--- config.mk ---
export PLATFORM = sky130hd
export DESIGN_NAME = ghost_state
export DESIGN_NICKNAME = d
export VERILOG_FILES = /design/src/rtl/ghost_pkg.sv /design/src/rtl/ghost_mode_fsm.sv /design/src/rtl/ghost_state.sv
export SDC_FILE = /design/constraint.sdc
export NUM_CORES = 1
export LEC_CHECK = 0
export BUFFER_PORTS_ARGS = -buffer_cell sky130_fd_sc_hd__buf_2
export CAP_MARGIN = 20
export CORE_UTILIZATION = 64
export DETAILED_ROUTE_END_ITERATION = 8
export HOLD_SLACK_MARGIN = 0.05
export PLACE_DENSITY = 0.85
export SLEW_MARGIN = 20
export SYNTH_ARGS = -nofsm -noshare
export SYNTH_HDL_FRONTEND = slang
export SYNTH_HIERARCHICAL = 1
export SYNTH_SLANG_ARGS = --single-unit
--- constraint.sdc ---
create_clock -name clk -period 8.4 [get_ports clk]
set_input_delay 0.42 -clock clk [delete_from_list [all_inputs] [get_ports clk]]
set_output_delay 0.42 -clock clk [all_outputs]
set_load 0.01 [all_outputs]
--- src/rtl/ghost_pkg.sv ---
`default_nettype none
// ============================================================================
// Package  : ghost_pkg -- mode/heading encodings and packed renderer word
// Revision : 1.0 initial release
// ============================================================================
package ghost_pkg;

    localparam logic [1:0] C_MODE_NORM = 2'b00;
    localparam logic [1:0] C_MODE_FRGT = 2'b01;
    localparam logic [1:0] C_MODE_SCOR = 2'b10;
    localparam logic [1:0] C_MODE_DEAD = 2'b11;

    localparam logic [1:0] C_DIR_RT = 2'b00;
    localparam logic [1:0] C_DIR_UP = 2'b01;
    localparam logic [1:0] C_DIR_DN = 2'b10;
    localparam logic [1:0] C_DIR_LT = 2'b11;

    typedef struct packed {
        logic [9:0] x;
        logic [9:0] y;
        logic [1:0] dir;
        logic [1:0] mode;
        logic       flash;
    } ghost_inputs_t;

    // The heading encoding pairs opposites as bitwise complements.
    function automatic logic [1:0] opposite_dir(input logic [1:0] d);
        return ~d;
    endfunction

endpackage
`default_nettype wire

--- src/rtl/ghost_mode_fsm.sv ---
`default_nettype none
// ============================================================================
// Module   : ghost_mode_fsm -- ghost mode, frightened/score timers and flash
// Revision : 1.0 initial release
// ============================================================================
module ghost_mode_fsm
    import ghost_pkg::*;
#(
    parameter int FRGT_FRAMES  = 360,
    parameter int FLASH_START  = 120,
    parameter int FLASH_PERIOD = 16,
    parameter int SCOR_FRAMES  = 60
) (
    input  logic       clk,
    input  logic       rst_n,
    input  logic       frame_tick_i,
    input  logic       power_pellet_i,
    input  logic       eaten_i,
    input  logic       at_home_i,
    output logic [1:0] mode_o,
    output logic       flash_o,
    output logic       mode_changed_o
);

    localparam int FRGT_W = $clog2(FRGT_FRAMES + 1);
    localparam int SCOR_W = $clog2(SCOR_FRAMES + 1);
    localparam int FLSH_W = $clog2(FLASH_PERIOD + 1);

    localparam logic [FRGT_W-1:0] C_FRGT_LOAD   = FRGT_W'(FRGT_FRAMES);
    localparam logic [FRGT_W-1:0] C_FRGT_ONE    = FRGT_W'(1);
    localparam logic [FRGT_W-1:0] C_FLASH_START = FRGT_W'(FLASH_START);
    localparam logic [SCOR_W-1:0] C_SCOR_LOAD   = SCOR_W'(SCOR_FRAMES);
    localparam logic [SCOR_W-1:0] C_SCOR_ONE    = SCOR_W'(1);
    localparam logic [FLSH_W-1:0] C_FLASH_LAST  = FLSH_W'(FLASH_PERIOD - 1);

    logic [1:0]        mode_q,     mode_d;
    logic [FRGT_W-1:0] frgt_q,     frgt_d;
    logic [SCOR_W-1:0] scor_q,     scor_d;
    logic [FLSH_W-1:0] fcnt_q,     fcnt_d;
    logic              flash_q,    flash_d;
    logic              pend_pwr_q, pend_pwr_d;
    logic              pend_eat_q, pend_eat_d;

    always_comb begin
        mode_d     = mode_q;
        frgt_d     = frgt_q;
        scor_d     = scor_q;
        fcnt_d     = fcnt_q;
        flash_d    = flash_q;
        pend_pwr_d = pend_pwr_q | power_pellet_i;
        pend_eat_d = pend_eat_q | eaten_i;

        if (frame_tick_i) begin
            // A pulse landing on the tick cycle itself is held for the next frame.
            pend_pwr_d = power_pellet_i;
            pend_eat_d = eaten_i;

            case (mode_q)
                C_MODE_NORM: begin
                    if (pend_pwr_q) begin
                        mode_d = C_MODE_FRGT;
                        frgt_d = C_FRGT_LOAD;
                    end
                end
                C_MODE_FRGT: begin
                    if (pend_eat_q) begin
                        mode_d = C_MODE_SCOR;
                        scor_d = C_SCOR_LOAD;
                    end else if (pend_pwr_q) begin
                        frgt_d = C_FRGT_LOAD;
                    end else if (frgt_q == C_FRGT_ONE) begin
                        mode_d = C_MODE_NORM;
                    end else begin
                        frgt_d = frgt_q - C_FRGT_ONE;
                    end
                end
                C_MODE_SCOR: begin
                    if (scor_q == C_SCOR_ONE) begin
                        mode_d = C_MODE_DEAD;
                    end else begin
                        scor_d = scor_q - C_SCOR_ONE;
                    end
                end
                default: begin
                    if (at_home_i) begin
                        mode_d = C_MODE_NORM;
                    end
                end
            endcase

            // Flash phase restarts at 1 whenever the flashing window is entered.
            if ((mode_d != C_MODE_FRGT) || (frgt_d > C_FLASH_START)) begin
                flash_d = 1'b0;
                fcnt_d  = '0;
            end else if ((mode_q != C_MODE_FRGT) || (frgt_q > C_FLASH_START)) begin
                flash_d = 1'b1;
                fcnt_d  = '0;
            end else if (fcnt_q == C_FLASH_LAST) begin
                flash_d = ~flash_q;
                fcnt_d  = '0;
            end else begin
                fcnt_d  = fcnt_q + 1'b1;
            end
        end

        mode_changed_o = frame_tick_i && (mode_d != mode_q);
    end

    always_ff @(posedge clk) begin
        if (!rst_n) begin
            mode_q     <= C_MODE_NORM;
            frgt_q     <= '0;
            scor_q     <= '0;
            fcnt_q     <= '0;
            flash_q    <= 1'b0;
            pend_pwr_q <= 1'b0;
            pend_eat_q <= 1'b0;
        end else begin
            mode_q     <= mode_d;
            frgt_q     <= frgt_d;
            scor_q     <= scor_d;
            fcnt_q     <= fcnt_d;
            flash_q    <= flash_d;
            pend_pwr_q <= pend_pwr_d;
            pend_eat_q <= pend_eat_d;
        end
    end

    assign mode_o  = mode_q;
    assign flash_o = flash_q;

endmodule
`default_nettype wire

--- src/rtl/ghost_state.sv ---
`default_nettype none
// ============================================================================
// Module   : ghost_state -- per-ghost position, heading, mode and animation
// Options  : GHOST_REVERSE_EN reverses heading on entry to frightened mode
// Revision : 1.0 initial release
// ============================================================================
module ghost_state
    import ghost_pkg::*;
#(
    parameter logic [9:0] START_X      = 10'd320,
    parameter logic [9:0] START_Y      = 10'd240,
    parameter logic [9:0] HOME_X       = 10'd320,
    parameter logic [9:0] HOME_Y       = 10'd224,
    parameter logic [9:0] X_MAX        = 10'd639,
    parameter int         STEP_FRAMES  = 2,
    parameter int         FRGT_FRAMES  = 360,
    parameter int         FLASH_START  = 120,
    parameter int         FLASH_PERIOD = 16,
    parameter int         SCOR_FRAMES  = 60,
    parameter int         ANIM_FRAMES  = 8
) (
    input  logic        clk,
    input  logic        rst_n,
    input  logic        frame_tick,
    input  logic [1:0]  dir_req,
    input  logic        dir_valid,
    input  logic [3:0]  blocked,
    input  logic        power_pellet,
    input  logic        eaten,
    output logic [24:0] ghost_inputs,
    output logic        animation_cycle
);

    localparam int STEP_W = $clog2(2 * STEP_FRAMES + 1);
    localparam int ANIM_W = $clog2(ANIM_FRAMES + 1);

    localparam logic [STEP_W-1:0] C_PER_NORM  = STEP_W'(STEP_FRAMES);
    localparam logic [STEP_W-1:0] C_PER_FRGT  = STEP_W'(2 * STEP_FRAMES);
    localparam logic [STEP_W-1:0] C_PER_DEAD  = STEP_W'(1);
    localparam logic [ANIM_W-1:0] C_ANIM_LAST = ANIM_W'(ANIM_FRAMES - 1);

    logic [9:0]        x_q,        x_d;
    logic [9:0]        y_q,        y_d;
    logic [1:0]        dir_q,      dir_d;
    logic [1:0]        next_dir_q, next_dir_d;
    logic [STEP_W-1:0] step_q,     step_d;
    logic [ANIM_W-1:0] anim_cnt_q, anim_cnt_d;
    logic              anim_q,     anim_d;

    logic [1:0]        w_mode;
    logic              w_flash;
    logic              w_mode_changed;
    logic [STEP_W-1:0] w_period;
    logic [STEP_W-1:0] w_step_inc;
    logic              w_step_hit;
    logic [1:0]        w_head;
    logic              w_go;
    logic [9:0]        w_x_mv;
    logic [9:0]        w_y_mv;
    logic              w_at_home;

    ghost_mode_fsm #(
        .FRGT_FRAMES  (FRGT_FRAMES),
        .FLASH_START  (FLASH_START),
        .FLASH_PERIOD (FLASH_PERIOD),
        .SCOR_FRAMES  (SCOR_FRAMES)
    ) u_mode_fsm (
        .clk            (clk),
        .rst_n          (rst_n),
        .frame_tick_i   (frame_tick),
        .power_pellet_i (power_pellet),
        .eaten_i        (eaten),
        .at_home_i      (w_at_home),
        .mode_o         (w_mode),
        .flash_o        (w_flash),
        .mode_changed_o (w_mode_changed)
    );

    // Candidate move for this frame; the FSM needs the post-move position.
    always_comb begin
        case (w_mode)
            C_MODE_FRGT: w_period = C_PER_FRGT;
            C_MODE_DEAD: w_period = C_PER_DEAD;
            default:     w_period = C_PER_NORM;
        endcase
        w_step_inc = step_q + 1'b1;
        w_step_hit = (w_mode != C_MODE_SCOR) && (w_step_inc == w_period);

        if (w_mode == C_MODE_DEAD) begin
            if (x_q != HOME_X) begin
                w_head = (x_q < HOME_X) ? C_DIR_RT : C_DIR_LT;
            end else begin
                w_head = (y_q < HOME_Y) ? C_DIR_DN : C_DIR_UP;
            end
            w_go = (x_q != HOME_X) || (y_q != HOME_Y);
        end else begin
            w_head = blocked[next_dir_q] ? dir_q : next_dir_q;
            w_go   = !blocked[w_head];
        end

        w_x_mv = x_q;
        w_y_mv = y_q;
        if (w_step_hit && w_go) begin
            case (w_head)
                C_DIR_RT: w_x_mv = (x_q == X_MAX) ? 10'd0 : x_q + 10'd1;
                C_DIR_LT: w_x_mv = (x_q == 10'd0) ? X_MAX : x_q - 10'd1;
                C_DIR_UP: w_y_mv = y_q - 10'd1;
                default:  w_y_mv = y_q + 10'd1;
            endcase
        end
        w_at_home = (w_x_mv == HOME_X) && (w_y_mv == HOME_Y);
    end

    always_comb begin
        x_d        = x_q;
        y_d        = y_q;
        dir_d      = dir_q;
        step_d     = step_q;
        anim_cnt_d = anim_cnt_q;
        anim_d     = anim_q;
        next_dir_d = dir_valid ? dir_req : next_dir_q;

        if (frame_tick) begin
            x_d = w_x_mv;
            y_d = w_y_mv;
            if (w_step_hit) begin
                dir_d = w_head;
            end
            if (w_step_hit || w_mode_changed || (w_mode == C_MODE_SCOR)) begin
                step_d = '0;
            end else begin
                step_d = w_step_inc;
            end
            if (w_mode_changed && (w_mode == C_MODE_DEAD)) begin
                dir_d = C_DIR_UP;
            end
`ifdef GHOST_REVERSE_EN
            // NORM only ever leaves for FRGT; the reversal replaces this frame's move.
            if (w_mode_changed && (w_mode == C_MODE_NORM)) begin
                x_d        = x_q;
                y_d        = y_q;
                dir_d      = opposite_dir(dir_q);
                next_dir_d = opposite_dir(dir_q);
            end
`else
            // Heading is carried unchanged into frightened mode.
`endif
            if (anim_cnt_q == C_ANIM_LAST) begin
                anim_cnt_d = '0;
                anim_d     = ~anim_q;
            end else begin
                anim_cnt_d = anim_cnt_q + 1'b1;
            end
        end
    end

    always_ff @(posedge clk) begin
        if (!rst_n) begin
            x_q        <= START_X;
            y_q        <= START_Y;
            dir_q      <= C_DIR_LT;
            next_dir_q <= C_DIR_LT;
            step_q     <= '0;
            anim_cnt_q <= '0;
            anim_q     <= 1'b0;
        end else begin
            x_q        <= x_d;
            y_q        <= y_d;
            dir_q      <= dir_d;
            next_dir_q <= next_dir_d;
            step_q     <= step_d;
            anim_cnt_q <= anim_cnt_d;
            anim_q     <= anim_d;
        end
    end

    assign ghost_inputs    = ghost_inputs_t'{x: x_q, y: y_q, dir: dir_q, mode: w_mode, flash: w_flash};
    assign animation_cycle = anim_q;

endmodule
`default_nettype wire

# Yosys cells after proc, flatten, opt, wreduce, memory -nomap -nowiden
# Index checks and enable logic that the tools add are counted.
totals:
  regBits: 57
  inputBits: 12
  out_inout_bits: 26
  word_cells: 123
classes:
  n_addsub: 9
  n_lt_le_gt_ge: 6
  eq_ne: 21
  muxes: 47
  bitwise_logic: 4
  reduce_logical: 22
op_table:
  columns: ["operator", "n"]
  rows:
  - ["$mux W9", 5]
  - ["$mux W10", 4]
  - ["$pmux W10 S2", 2]
  - ["$mux W2", 15]
  - ["$add A10 B1 Y10 const B", 2]
  - ["$sub A10 B1 Y10 const B", 2]
  - ["$gt A9 B7 Y1 const B", 2]
  - ["$pmux W9 S2", 1]
  - ["$mux W5", 3]
  - ["$mux W6", 2]
  - ["$pmux W6 S2", 1]
  - ["$eq A10 B10 Y1 const B", 1]
  - ["$eq A10 B8 Y1 const B", 1]
  - ["$eq A10 B9 Y1 const B", 1]
  - ["$logic_not A10 Y1", 1]
  - ["$lt A10 B8 Y1 const B", 1]
  - ["$lt A10 B9 Y1 const B", 1]
  - ["$ne A10 B8 Y1 const B", 1]
  - ["$ne A10 B9 Y1 const B", 1]
  - ["$eq A9 B1 Y1 const B", 1]
  - ["$sub A9 B1 Y9 const B", 1]
  - ["$mux W1", 8]
  - ["$eq A2 B2 Y1 const B", 3]
  - ["$eq A6 B1 Y1 const B", 1]
  - ["other kinds (28)", 48]

# Longest topological paths before layout
depth:
  depth_word: 20
  ltp_mapped: 27
  ltp_nobuf: 27

# Hierarchy
# The synthesis kept the hierarchy.
modules_own_cells:
  columns: ["mod", "n_inst", "cells_each", "area_each_um2", "seq_area_each_um2"]
  rows:
  - ["ghost_state", 1, 366, 2731.4, 640.6]
  - ["ghost_mode_fsm", 1, 221, 1694.1, 500.5]

# Worst setup path after synthesis
# Ideal clock, no wire load.
synth_timing:
  kind: "register to register"
  startpoint: "register x_q[3]"
  endpoint: "register step_q[2]"
  setup_ns: 0.128
  arrival_ns: 4.637
  required_ns: 8.272
  setup_slack_ns: 3.636
  path_stages_with_launch: 26
  path_buffers: 1
  period_less_slack_ns: 4.764
  cell_sequence: "dfxtp_1 -> clkbuf_1 -> nor2_2 -> nand3_1 -> a21oi_1 -> o21ai_0 -> o21ai_0 -> inv_1 -> ha_1 -> fa_1 -> a21oi_1 -> o211ai_1 -> a21oi_1 -> xnor2_1 -> nand4b_1 -> mux2i_1 -> o311a_1 -> o2111ai_1 -> nor4_2 -> mux2i_1 -> and3_1 -> nor3_1 -> or4_1 -> o21ai_0 -> a21oi_1 -> nor2_1"
synth_between:
  elab_chain_len: 19
  word_cells_on_any_way: 34
  classes_between: "add/sub (2); order compare (1); eq/ne (7); mux (15); reduce/logical (9)"
synth_rtl:
  columns: ["element", "line_no", "source"]
  rows:
  - ["start: declaration", "ghost_state.sv:42", "logic [9:0] x_q, x_d;"]
  - ["start signal: assignment", "ghost_state.sv:159", "x_q <= START_X;"]
  - ["start signal: assignment", "ghost_state.sv:167", "x_q <= x_d;"]
  - ["$lt A10 B9 Y1", "ghost_state.sv:91", "w_head = (x_q < HOME_X) ? C_DIR_RT : C_DIR_LT;"]
  - ["$mux W2", "ghost_state.sv:91", null]
  - ["$mux W2", "ghost_state.sv:90", "if (x_q != HOME_X) begin"]
  - ["$mux W2", "ghost_state.sv:89", "if (w_mode == C_MODE_DEAD) begin"]
  - ["$eq A2 B2 Y1 or $logic_not A2 Y1 (tied branches)", "ghost_state.sv:104", "case (w_head)"]
  - ["$reduce_or A2 Y1 (no line)", null, null]
  - ["$pmux W10 S2", "ghost_state.sv:104", null]
  - ["$mux W10", "ghost_state.sv:103", "if (w_step_hit && w_go) begin"]
  - ["[2 not listed]", null, null]
  - ["net w_at_home", "ghost_state.sv:60", "logic w_at_home;"]
  - ["$mux W2 *", "ghost_mode_fsm.sv:85", "if (at_home_i) begin"]
  - ["$pmux W2 S3 *", "ghost_mode_fsm.sv:58", "case (mode_q)"]
  - ["$mux W2 * (2 in a row)", "ghost_mode_fsm.sv:53", "if (frame_tick_i) begin"]
  - ["$ne A2 B2 Y1 *", "ghost_mode_fsm.sv:106", "mode_changed_o = frame_tick_i && (mode_d != mode_q);"]
  - ["$logic_and A1 B1 Y1 *", "ghost_mode_fsm.sv:106", null]
  - ["net w_mode_changed", "ghost_state.sv:52", "logic w_mode_changed;"]
  - ["$logic_or A1 B1 Y1 * (2 in a row)", "ghost_state.sv:129", "if (w_step_hit || w_mode_changed || (w_mode == C_MODE_SCOR)) begin"]
  - ["$mux W3 *", "ghost_state.sv:129", null]
  - ["end signal: assignment", "ghost_state.sv:171", "step_q <= step_d;"]
  - ["end: declaration", "ghost_state.sv:46", "logic [STEP_W-1:0] step_q, step_d;"]
# Mark *: on every way through the listed nets, which the timed path passes. The rest lies on a longest branch. The select of a mux whose other input is x is not followed.
# A chain may end at the register's enable or synchronous reset.

# Final worst setup path
layout_timing:
  startpoint: "register u_mode_fsm.mode_q[0] (netlist: u_mode_fsm/mode_o[0])"
  endpoint: "register step_q[2]"
layout_between:
  elab_chain_len: 17
  word_cells_on_any_way: 36
  classes_between: "eq/ne (10); mux (17); reduce/logical (9)"
layout_rtl:
  columns: ["element", "line_no", "source"]
  rows:
  - ["start: declaration", "ghost_mode_fsm.sv:36", "logic [1:0] mode_q, mode_d;"]
  - ["start signal: assignment", "ghost_mode_fsm.sv:119", "mode_q <= mode_d;"]
  - ["$eq A2 B2 Y1 or $eq A2 B1 Y1 (tied branches)", "ghost_state.sv:81, ghost_state.sv:89", null]
  - ["$mux W2 or $pmux W3 S2 (tied branches)", "ghost_state.sv:89, ghost_state.sv:81", null]
  - ["$eq A2 B2 Y1 (tied with other cells)", "ghost_state.sv:104", null]
  - ["$reduce_or A2 Y1 (no line) or $logic_and A1 B1 Y1 (tied branches)", null, null]
  - ["$pmux W10 S2 or $logic_and A1 B1 Y1 (tied branches)", "ghost_state.sv:104, ghost_state.sv:103", null]
  - ["$mux W10", "ghost_state.sv:103", null]
  - ["$eq A10 B8 Y1 or $eq A10 B9 Y1 (tied branches)", "ghost_state.sv:111", "w_at_home = (w_x_mv == HOME_X) && (w_y_mv == HOME_Y);"]
  - ["$logic_and A1 B1 Y1 *", "ghost_state.sv:111", null]
  - ["net w_at_home", "ghost_state.sv:60", null]
  - ["$mux W2 *", "ghost_mode_fsm.sv:85", null]
  - ["$pmux W2 S3 *", "ghost_mode_fsm.sv:58", null]
  - ["$mux W2 * (2 in a row)", "ghost_mode_fsm.sv:53", null]
  - ["$ne A2 B2 Y1 *", "ghost_mode_fsm.sv:106", null]
  - ["$logic_and A1 B1 Y1 *", "ghost_mode_fsm.sv:106", null]
  - ["net w_mode_changed", "ghost_state.sv:52", null]
  - ["$logic_or A1 B1 Y1 * (2 in a row)", "ghost_state.sv:129", null]
  - ["$mux W3 *", "ghost_state.sv:129", null]
# Marks and branches as above.

==> impl_metrics.py <==
metrics = {
    "yosys": {
        "syn_nets": 622,
        "synth_edf_count": 0,
        "ys_seq_area_share_pct": 25.8,
        "synthFlopType": "dfxtp_1",
        "synth-async-reset-ratio_pct": 0,
        "syn_inst": 587,
        "ys_ff_latch": 57,
        "yosysWarningCount": 6,
        "netlist_area_um2": 4430,
        "synth_cell_type_count": 81,
        "avgSynthCellArea_um2": 7.54,
    },
    "setup_path": {
        "crit_chain": "nand2_1, nor2_1, o21ai_0, o22ai_1, ha_1, ha_1, a211oi_1, o21ai_0, a211oi_1, nor2_1, xnor2_1, nor4_1, o2111ai_1, nor4_2, mux2i_1, and3_1, nor3_1, or4_1, o21ai_0, a21oi_1, nor2_1",
        "startpoint_type": "flop",
        "slowest_stage": "dfxtp_1",
        "path_buf_inv": 0,
        "reg2reg_depth": 21,
        "r2r_slack_ns": 2.70,
        "critical_path_arrival_ns": 5.91,
        "cp.depth": 21,
        "cp.required_ns": 8.61,
        "crit_fanout": 23,
        "endpoint_kind": "flop",
        "cp_top_family": "simple AND/OR/NAND/NOR gates",
        "critPathKind": "flop to flop",
        "max_stage_delay_ns": 0.73,
    },
    "layout": {
        "fin_area_um2": 4820,
        "stdcell_count": 687,
        "final_common_cell": "nor2_1",
        "mostFrequentLayoutCells": "nor2_1 (76), dfxtp_1 (57), a21oi_1 (45), nand2_1 (45), o21ai_0 (42)",
        "drive_gt1_share_pct": 12.8,
        "nets": 640,
        "syn2layout_area_growth_pct": 8.99,
        "diodes": 0,
    },
    "detailed_routing": {
        "dr_total_vias": 4556,
        "viasPerCell": 6.63,
        "wl_per_cell_um": 16.8,
        "drtIter0Drc": 353,
        "drt_pass1_iterations": 5,
        "ant_nets": 0,
        "route.detailed.drc": 0,
        "drt_wl_total_um": 11600,
    },
    "timing": {
        "setup_viol": 0,
        "maxSlewHeadroom_pct": 45.2,
        "clock_skew_ns": 0.0101,
        "finalSetupTns_ns": 0,
        "hold_ws_ns": 0.280,
        "final_hold_viol_count": 0,
        "rsz0062_at_grt": "no",
        "period_needed_ns": 5.70,
        "period_share_pct": 67.9,
        "max_freq_mhz": 175,
        "slew_viol_final": 0,
        "worst_pin_slew_ns": 0.817,
    },
    "grt": {
        "antenna_found_initial": 0,
        "grtUsageTotal_pct": 32.6,
        "grt_pass1_vias": 4057,
        "grt_max_degree": 51,
        "grt_pass1_wl_um": 19000,
        "grt_overflow_total": 0,
    },
    "worst_hold_path": {
        "worstHoldPathType": "input pin to flop",
        "hold_path_depth": 3,
    },
    "floorplan": {
        "start_util_pct": 68.1,
        "rows": 29,
        "pin_count": 38,
        "die_width_um": 85.2,
        "fp.dieH_um": 85.2,
        "dieArea_um2": 7250,
        "design.core.area_um2": 6490,
    },
    "clock_network": {
        "cts_resized": 0,
        "cts_max_path_buffers": 2,
        "clk-insertion-delay-late_ns": 0.35,
        "numCtsBuffers": 9,
        "clock_sinks": 57,
        "htree_levels": 3,
        "cts_setup_buffers": 0,
        "root_buffer": "clkbuf_8",
        "cts_tree": "built",
        "cts.clk_slew.worst_paths_ns": 0.08,
        "holdBufCountCts": 0,
    },
    "placed_design": {
        "dp.cells": 671,
        "hpwlAfterDp_um": 7810,
        "port_buffers": 37,
        "globalplace.congestion": 0.956,
        "dpl-instance-area_um2": 4560,
    },
    "status": {
        "run_status": "finished, final reports clean",
    },
    "power": {
        "leakage_nw": 1.97,
        "total_power_mw": 0.793,
        "vdd_drop_max_uv": 131,
        "p_per_area_nw_per_um2": 164,
    },
    "job": {
        "max_cap_viol_count": 0,
    },
}
==> stage by stage <==
stage	utilization, %	setup WS (ns)
floorplan	-	3.64
global placement	70.2	3.12
detailed placement	70.2	2.92
CTS	74.3	2.78
global route	74.3	2.12
finish	74.3	2.70
==> worst paths after layout <==
path	from	end
worst min register to register	u_mode_fsm/fcnt_q[4]	u_mode_fsm/fcnt_q[4]
worst max register to register	u_mode_fsm/mode_o[0]	step_q[2]
worst min-delay path	power_pellet	u_mode_fsm/pend_pwr_q
worst max-delay path	u_mode_fsm/mode_o[0]	step_q[2]
==> synth_stat cells, types with 4 or more instances <==
cell	n	area [um^2]
ha_1	22	275
and3_1	8	50.1
a211oi_1	9	67.6
buf_2	5	25.0
a21o_1	7	52.6
nand2_1	45	169
nor3_1	21	105
dfxtp_1	57	1140
mux2i_1	13	130
nand4_1	8	50.1
a21oi_1	45	225
xor2_1	9	78.8
nor2_1	76	285
nand2b_1	5	31.3
xnor2_1	11	96.3
a211o_1	5	43.8
o21ai_1	5	25.0
nor4_1	4	25.0
o21ai_0	42	210
or4_1	4	30.0
a32oi_1	4	35.0
clkbuf_1	21	78.8
nand3_1	28	140
nor2b_1	14	87.6
a31oi_1	6	37.5
o211ai_1	11	82.6
buf_6	4	45.0
inv_1	23	86.3
==> flip-flops by register name, indices dropped and copies added, names as in the netlist <==
register	count
u_mode_fsm/frgt_q	9
u_mode_fsm/flash_o	1
y_q	10
u_mode_fsm/fcnt_q	5
u_mode_fsm/pend_pwr_q	1
u_mode_fsm/mode_o	2
u_mode_fsm/scor_q	6
x_q	10
u_mode_fsm/pend_eat_q	1
animation_cycle	1
anim_cnt_q	4
next_dir_q	2
dir_q	2
step_q	3
==> routing by layer <==
layer / GRT usage [%] / part of all wire, % / vias up
met5: 0 / 0 / -
met4: 12.3 / 2.0 / 0
met3: 7.49 / 7.3 / 31
met2: 51.4 / 46 / 216
met1: 43.4 / 45 / 2122
li1: - / - / 2187
==> power breakdown <==
part           internal [mW]  total [mW]  leakage, nW  switching (mW)
combinational         0.0579       0.143         1.38          0.0851
clock                  0.227       0.350        0.130           0.122
sequential             0.279       0.300        0.464          0.0204
total                  0.565       0.793         1.97           0.228
==> final cells by class <==
class                      instances  area [um^2]
fill                             487         1670
inverter                          24         90.1
timing repair buffer              38          193
clock inverter                     7          141
multi-input combinational        475         3040
tap                               77         96.3
sequential                        57         1140
clock buffer                       9          124
==> worst register-to-register path, cell delays in order (launching register included) <==
cell	delay, ns
dfxtp_1	0.73
nand2_1	0.29
nor2_1	0.14
o21ai_0	0.11
o22ai_1	0.28
ha_1	0.52
ha_1	0.34
a211oi_1	0.29
o21ai_0	0.17
a211oi_1	0.37
nor2_1	0.11
xnor2_1	0.15
nor4_1	0.24
o2111ai_1	0.17
nor4_2	0.46
mux2i_1	0.12
and3_1	0.20
nor3_1	0.29
or4_1	0.19
o21ai_0	0.09
a21oi_1	0.22
nor2_1	0.06
==> logic make-up (layout without fill, tap and decap cells) <==
kind of cell / Yosys count / in the layout / share of synthesized area, %
adder cells (fa/ha/maj): 23 / 23 / 6.67
flip-flops: 57 / 57 / 25.8
AND/OR/NAND/NOR: 246 / 246 / 29.0
XOR/XNOR: 20 / 20 / 3.96
multiplexers: 14 / 14 / 3.28
AO/OA/AOI/OAI: 172 / 172 / 25.7
buffers and inverters: 55 / 78 / 5.57
Note: power is estimated with default switching activity, not from simulation.
